$ cat config.mk
export PLATFORM = sky130hd
export DESIGN_NAME = ball_motion_ctrl
export DESIGN_NICKNAME = d
export VERILOG_FILES = /design/src/rtl/ball_motion_ctrl.sv
export SDC_FILE = /design/constraint.sdc
export NUM_CORES = 1
export LEC_CHECK = 0
export BUFFER_PORTS_ARGS = -buffer_cell sky130_fd_sc_hd__buf_2
export CORE_MARGIN = 4
export CORE_UTILIZATION = 58
export DETAILED_ROUTE_END_ITERATION = 12
export PLACE_DENSITY = 0.88
export REMOVE_ABC_BUFFERS = 1
export SLEW_MARGIN = 40
export SYNTH_ARGS = -nofsm -noshare
export SYNTH_HDL_FRONTEND = slang
export SYNTH_SLANG_ARGS = --single-unit
$ cat constraint.sdc
create_clock -name clk -period 2.8 [get_ports clk]
set_input_delay 0.14 -clock clk [delete_from_list [all_inputs] [get_ports clk]]
set_output_delay 0.14 -clock clk [all_outputs]
set_load 0.01 [all_outputs]
$ cat src/rtl/ball_motion_ctrl.sv
// Frame-rate ball sequencer: serve/move/pause control,
// ball position, direction and wall bounce pulses.
module ball_motion_ctrl #(
  parameter int H_MAX        = 640,
  parameter int V_MAX        = 480,
  parameter int BALL_SIZE    = 4,
  parameter int H_INIT       = 64,
  parameter int V_INIT       = 64,
  parameter int SPEED        = 2,
  parameter int SERVE_FRAMES = 60
) (
  input  logic       clk,
  input  logic       reset,
  input  logic       vsync,
  input  logic       launch,
  output logic [9:0] ball_hpos,
  output logic [9:0] ball_vpos,
  output logic       hit_h,
  output logic       hit_v,
  output logic [1:0] state
);

  localparam int CW =
    (SERVE_FRAMES > 1) ? $clog2(SERVE_FRAMES) : 1;

  localparam logic [9:0] H_LIM = 10'(H_MAX - BALL_SIZE);
  localparam logic [9:0] V_LIM = 10'(V_MAX - BALL_SIZE);
  localparam logic [9:0] STEP  = 10'(SPEED);
  localparam logic [9:0] H0    = 10'(H_INIT);
  localparam logic [9:0] V0    = 10'(V_INIT);
  localparam logic [CW-1:0] CNT_LAST = CW'(SERVE_FRAMES - 1);

  typedef enum logic [1:0] {
    S_IDLE  = 2'd0,
    S_SERVE = 2'd1,
    S_MOVE  = 2'd2,
    S_PAUSE = 2'd3
  } state_t;

  state_t        st;
  logic          vsync_d;
  logic          tick;
  logic          h_dir;
  logic          v_dir;
  logic [CW-1:0] serve_cnt;
  logic [10:0]   h_nx;
  logic [10:0]   v_nx;

  assign tick  = vsync & ~vsync_d;
  assign state = st;

  // Returns {bounce, next_pos}; compares in 11 bits so pos+STEP cannot wrap.
  function automatic logic [10:0] axis_step(
    input logic [9:0] pos,
    input logic       dir,
    input logic [9:0] lim
  );
    logic [10:0] r;
    if (dir) begin
      if (({1'b0, pos} + {1'b0, STEP}) >= {1'b0, lim})
        r = {1'b1, lim};
      else
        r = {1'b0, pos + STEP};
    end else begin
      if (pos <= STEP)
        r = {1'b1, 10'd0};
      else
        r = {1'b0, pos - STEP};
    end
    return r;
  endfunction

  always_comb begin
    h_nx = axis_step(ball_hpos, h_dir, H_LIM);
    v_nx = axis_step(ball_vpos, v_dir, V_LIM);
  end

  always_ff @(posedge clk) begin
    if (reset) begin
      st        <= S_IDLE;
      ball_hpos <= H0;
      ball_vpos <= V0;
      h_dir     <= 1'b0;
      v_dir     <= 1'b1;
      serve_cnt <= '0;
      hit_h     <= 1'b0;
      hit_v     <= 1'b0;
      vsync_d   <= 1'b0;
    end else begin
      vsync_d <= vsync;
      hit_h   <= 1'b0;
      hit_v   <= 1'b0;
      unique case (st)
        S_IDLE: begin
          ball_hpos <= H0;
          ball_vpos <= V0;
          h_dir     <= 1'b0;
          v_dir     <= 1'b1;
          if (launch) begin
            st        <= S_SERVE;
            serve_cnt <= '0;
          end
        end
        S_SERVE: begin
          if (tick) begin
            if (serve_cnt == CNT_LAST)
              st <= S_MOVE;
            else
              serve_cnt <= serve_cnt + 1'b1;
          end
        end
        S_MOVE: begin
          // launch takes precedence over a same-cycle frame tick
          if (launch) begin
            st <= S_PAUSE;
          end else if (tick) begin
            ball_hpos <= h_nx[9:0];
            ball_vpos <= v_nx[9:0];
            h_dir     <= h_dir ^ h_nx[10];
            v_dir     <= v_dir ^ v_nx[10];
            hit_h     <= h_nx[10];
            hit_v     <= v_nx[10];
          end
        end
        S_PAUSE: begin
          if (launch)
            st <= S_MOVE;
        end
      endcase
    end
  end

endmodule

==> key figures <==
Run status
  • Status: complete, no violations

Place
  • PortBufs: 25
  • Final Wtd Congestion: between 0.9 and 1
  • Place WS: around 0.45 ns
  • Hpwl dp: around 3800 um
  • Placed Instance Area: approximately 0.0024 mm^2

Synthesis
  • Avg Cell Area, Syn: around 7.7 um^2
  • Post-synth EDFFs: 0
  • Synth Area in Compound Gates: 24.0%
  • Largest family of logic cells by synthesized area: simple AND/OR/NAND/NOR gates
  • Post-synthesis xor/xnor area fraction: roughly 6.8%
  • Mux contribution to synthesized area: under 10%
  • Cell count after synthesis: between 300 and 400
  • Synth Flop Type: dfxtp_1
  • Post-synthesis cell area: 0.00232 mm^2
  • Synth top area cells: dfxtp_1 (27%), nor2_1 (6.5%), o21ai_0 (5.8%)
  • Synth cell types: 65
  • Seq/Total Area, Yosys: a little over a quarter
  • Ys async rst share: 0%
  • Synth area leader: dfxtp_1
  • Yosys reg bits: 31
  • Synth top area share: a little over a quarter
  • Synthesized-area fraction occupied by adder cells: ~3.8%
  • Yosys warnings: 0
  • Simple-gate area share of the yosys netlist: between 20 and 30%

Critical path
  • Critical Path RT: between 3 and 4 ns
  • Crit end category: flip-flop
  • Startpoint Class: flip-flop
  • Type of the worst setup path: flip-flop to flip-flop
  • Critical path arrival: around 2.7 ns
  • Crit Path Max Fanout: 10
  • Worst Setup SP: ball_vpos[1]
  • R2r startpoint: ball_vpos[1]

Floorplan
  • Site Rows: 22
  • DIE AREA: between 0.005 and 0.006 mm^2
  • Core area: between 0.003 and 0.004 mm^2
  • I/O Pins: 28
  • Initial core utilization: around 60%
  • DIE HEIGHT: approximately 71 um
  • Horiz. Die Dim: between 70 and 80 um

Clocking
  • Cts hold-fix bufs: 0
  • Gates resized, CTS repair: 0
  • Clock sink count: 31
  • Clock Latency Late Sink: between 0.2 and 0.3 ns
  • H-tree depth: 2
  • Clock buffer depth: 2
  • Clk root buf: clkbuf_8
  • Cts bufs inserted: 5
  • Clock transition at path regs: ~0.070 ns
  • CTS tree: built
  • Post-CTS setup buffers: 0

Layout
  • Layout Nets: 326
  • Fillers: 300
  • Commonest non-fill, non-tap cell in the layout: nor2_1
  • Share of cells above drive strength 1: roughly 16%
  • Most frequent cells in the layout: nor2_1 (40), dfxtp_1 (30), o21ai_0 (27)
  • Post-route cell area: approximately 0.0025 mm^2
  • P&R area growth vs syn: 6.90%
  • N_diodes: 0

STA
  • Clock skew: 0.00356 ns
  • Max Fclk: 0.407 GHz
  • Fin crit period: approximately 2.5 ns
  • Period utilization: approximately 88%
  • Worst slew pin tran: between 0.7 and 0.8 ns
  • Fin. Hold Viols: 0
  • RSZ-0062 raised after global routing: no
  • Setup TNS: 0 ns
  • Slew margin rel.: around half
  • Final setup fails: 0
  • Setup ws final: 0.343 ns
  • Pins over their slew limit: 0

Global route
  • Number of global-route vias before repair: a little under 2k
  • First-pass GRT wire length: ~9200 um
  • Largest net degree at the start of global routing: 28
  • Overall Global Routing Usage: between 20% and 30%
  • Total gr overflow: 0
  • Initial antenna violation count: 0

Pwr
  • Static Leakage: approximately 0.92 nW
  • Share of power burned in registers: about 51%
  • Pwr/cell area: ~360 mW/mm^2
  • Comb pwr share: under 10%
  • Sw Ratio: between 20% and 30%
  • Internal Pwr Total: slightly below 0.7 mW
  • Clock group share of total power: 44.9%
  • Peak supply drop: 390 uV
  • Switching Power: about 0.20 mW

Drt
  • DRC: 0
  • DRT Pass-1 Iters: 5
  • Iteration-0 DRC Markers: about 140
  • Vias per cell: roughly 6.1
  • Via count: approximately 2.2k
  • Post-route ant nets: 0
  • Routed wire length: 5410 um
  • DR WL/cell: roughly 15 um

Hold path
  • Min-delay worst type: input port to flip-flop
  • Hold Startpoint: vsync

Run
  • Maxcap violations: 0
worst max-delay path: stages (launching register included):
cell and delay, ns:
dfxtp_1 0.50, inv_1 0.10, ha_1 0.33, nand3b_1 0.08
o21ai_0 0.24, o21ai_0 0.15, o311ai_1 0.63, o221ai_1 0.19
a21oi_1 0.16
kinds of logic (layout without fill, tap and decap cells):
| group | Yosys count | count (layout) |
|---|---|---|
| xor gates and xnor gates | 18 | 18 |
| muxes | 4 | 4 |
| DFF | 31 | 31 |
| AOI/OAI and AO/OA | 83 | 83 |
| adders and majority gates | 7 | 7 |
| and+or+nand+nor | 127 | 127 |
| other | 1 | 2 |
| buffers and inverters | 32 | 44 |
synth_stat cells, drive strengths merged, types with 9 or more instances:
library cell	instances
buf	13
nand3	14
nor3	10
clkbuf	10
dfxtp	31
nand2	25
inv	9
a21oi	15
o21ai	27
xnor2	11
nor2	40
through the flow:
stage | total power, mW | instances | hold slack [ns] | util, %
finish | 0.882 | 364 | 0.0898 | 65.8
global route | 0.907 | 364 | 0.139 | 65.8
CTS | 0.890 | 364 | 0.0885 | 65.8
detailed placement | 0.496 | 356 | 0.387 | 63.0
global placement | 0.496 | 356 | 0.385 | 63.0
floorplan | 0.483 | 281 | 0.202 | -
metal layers:
layer / vias to the layer above / routed length [um] / GRT usage (%)
met2: 100 / 2420 / 32.8
met3: 22 / 451 / 5.61
met1: 1012 / 2400 / 29.8
met5: - / 0 / 0
met4: 0 / 138 / 9.39
li1: 1099 / - / -
final cells by class:
| class | count | area (um^2) | share of cell area [%] |
|---|---|---|---|
| clock buffers | 7 | 96.3 | 3.88 |
| well taps | 48 | 60.1 | 2.42 |
| inverters | 9 | 33.8 | 1.36 |
| multi-input cells | 241 | 1520 | 61.3 |
| repair buffers | 27 | 140 | 5.65 |
| clock inverters | 1 | 7.51 | 0.302 |
| flip-flops and latches | 31 | 622 | 25.1 |
worst paths after layout:
path | cells past startpoint | endpoint | slack (ns)
min reg2reg | 2 | serve_cnt[1] | 0.49
min | 2 | vsync_d | 0.09
max reg2reg | 8 | ball_vpos[4] | 0.34
max | 8 | ball_vpos[4] | 0.34
flip-flops by register name, summed over array words and instances (netlist names):
| name | cells |
|---|---|
| ball_hpos | 9 |
| ball_vpos | 9 |
| serve_cnt | 6 |
| state | 2 |
| h_dir | 1 |
| hit_h | 1 |
| hit_v | 1 |
| v_dir | 1 |
| vsync_d | 1 |
power by group through the flow:
stage	Sequential, mW	Combinational (mW)	Clock (mW)
finish	0.451	0.0358	0.396
CTS	0.450	0.0361	0.404
global placement	0.460	0.0357	0
floorplan	0.460	0.0228	0
detailed placement	0.461	0.0358	0
global route	0.451	0.0403	0.416
No activity file was read; power rests on OpenSTA's default activity.
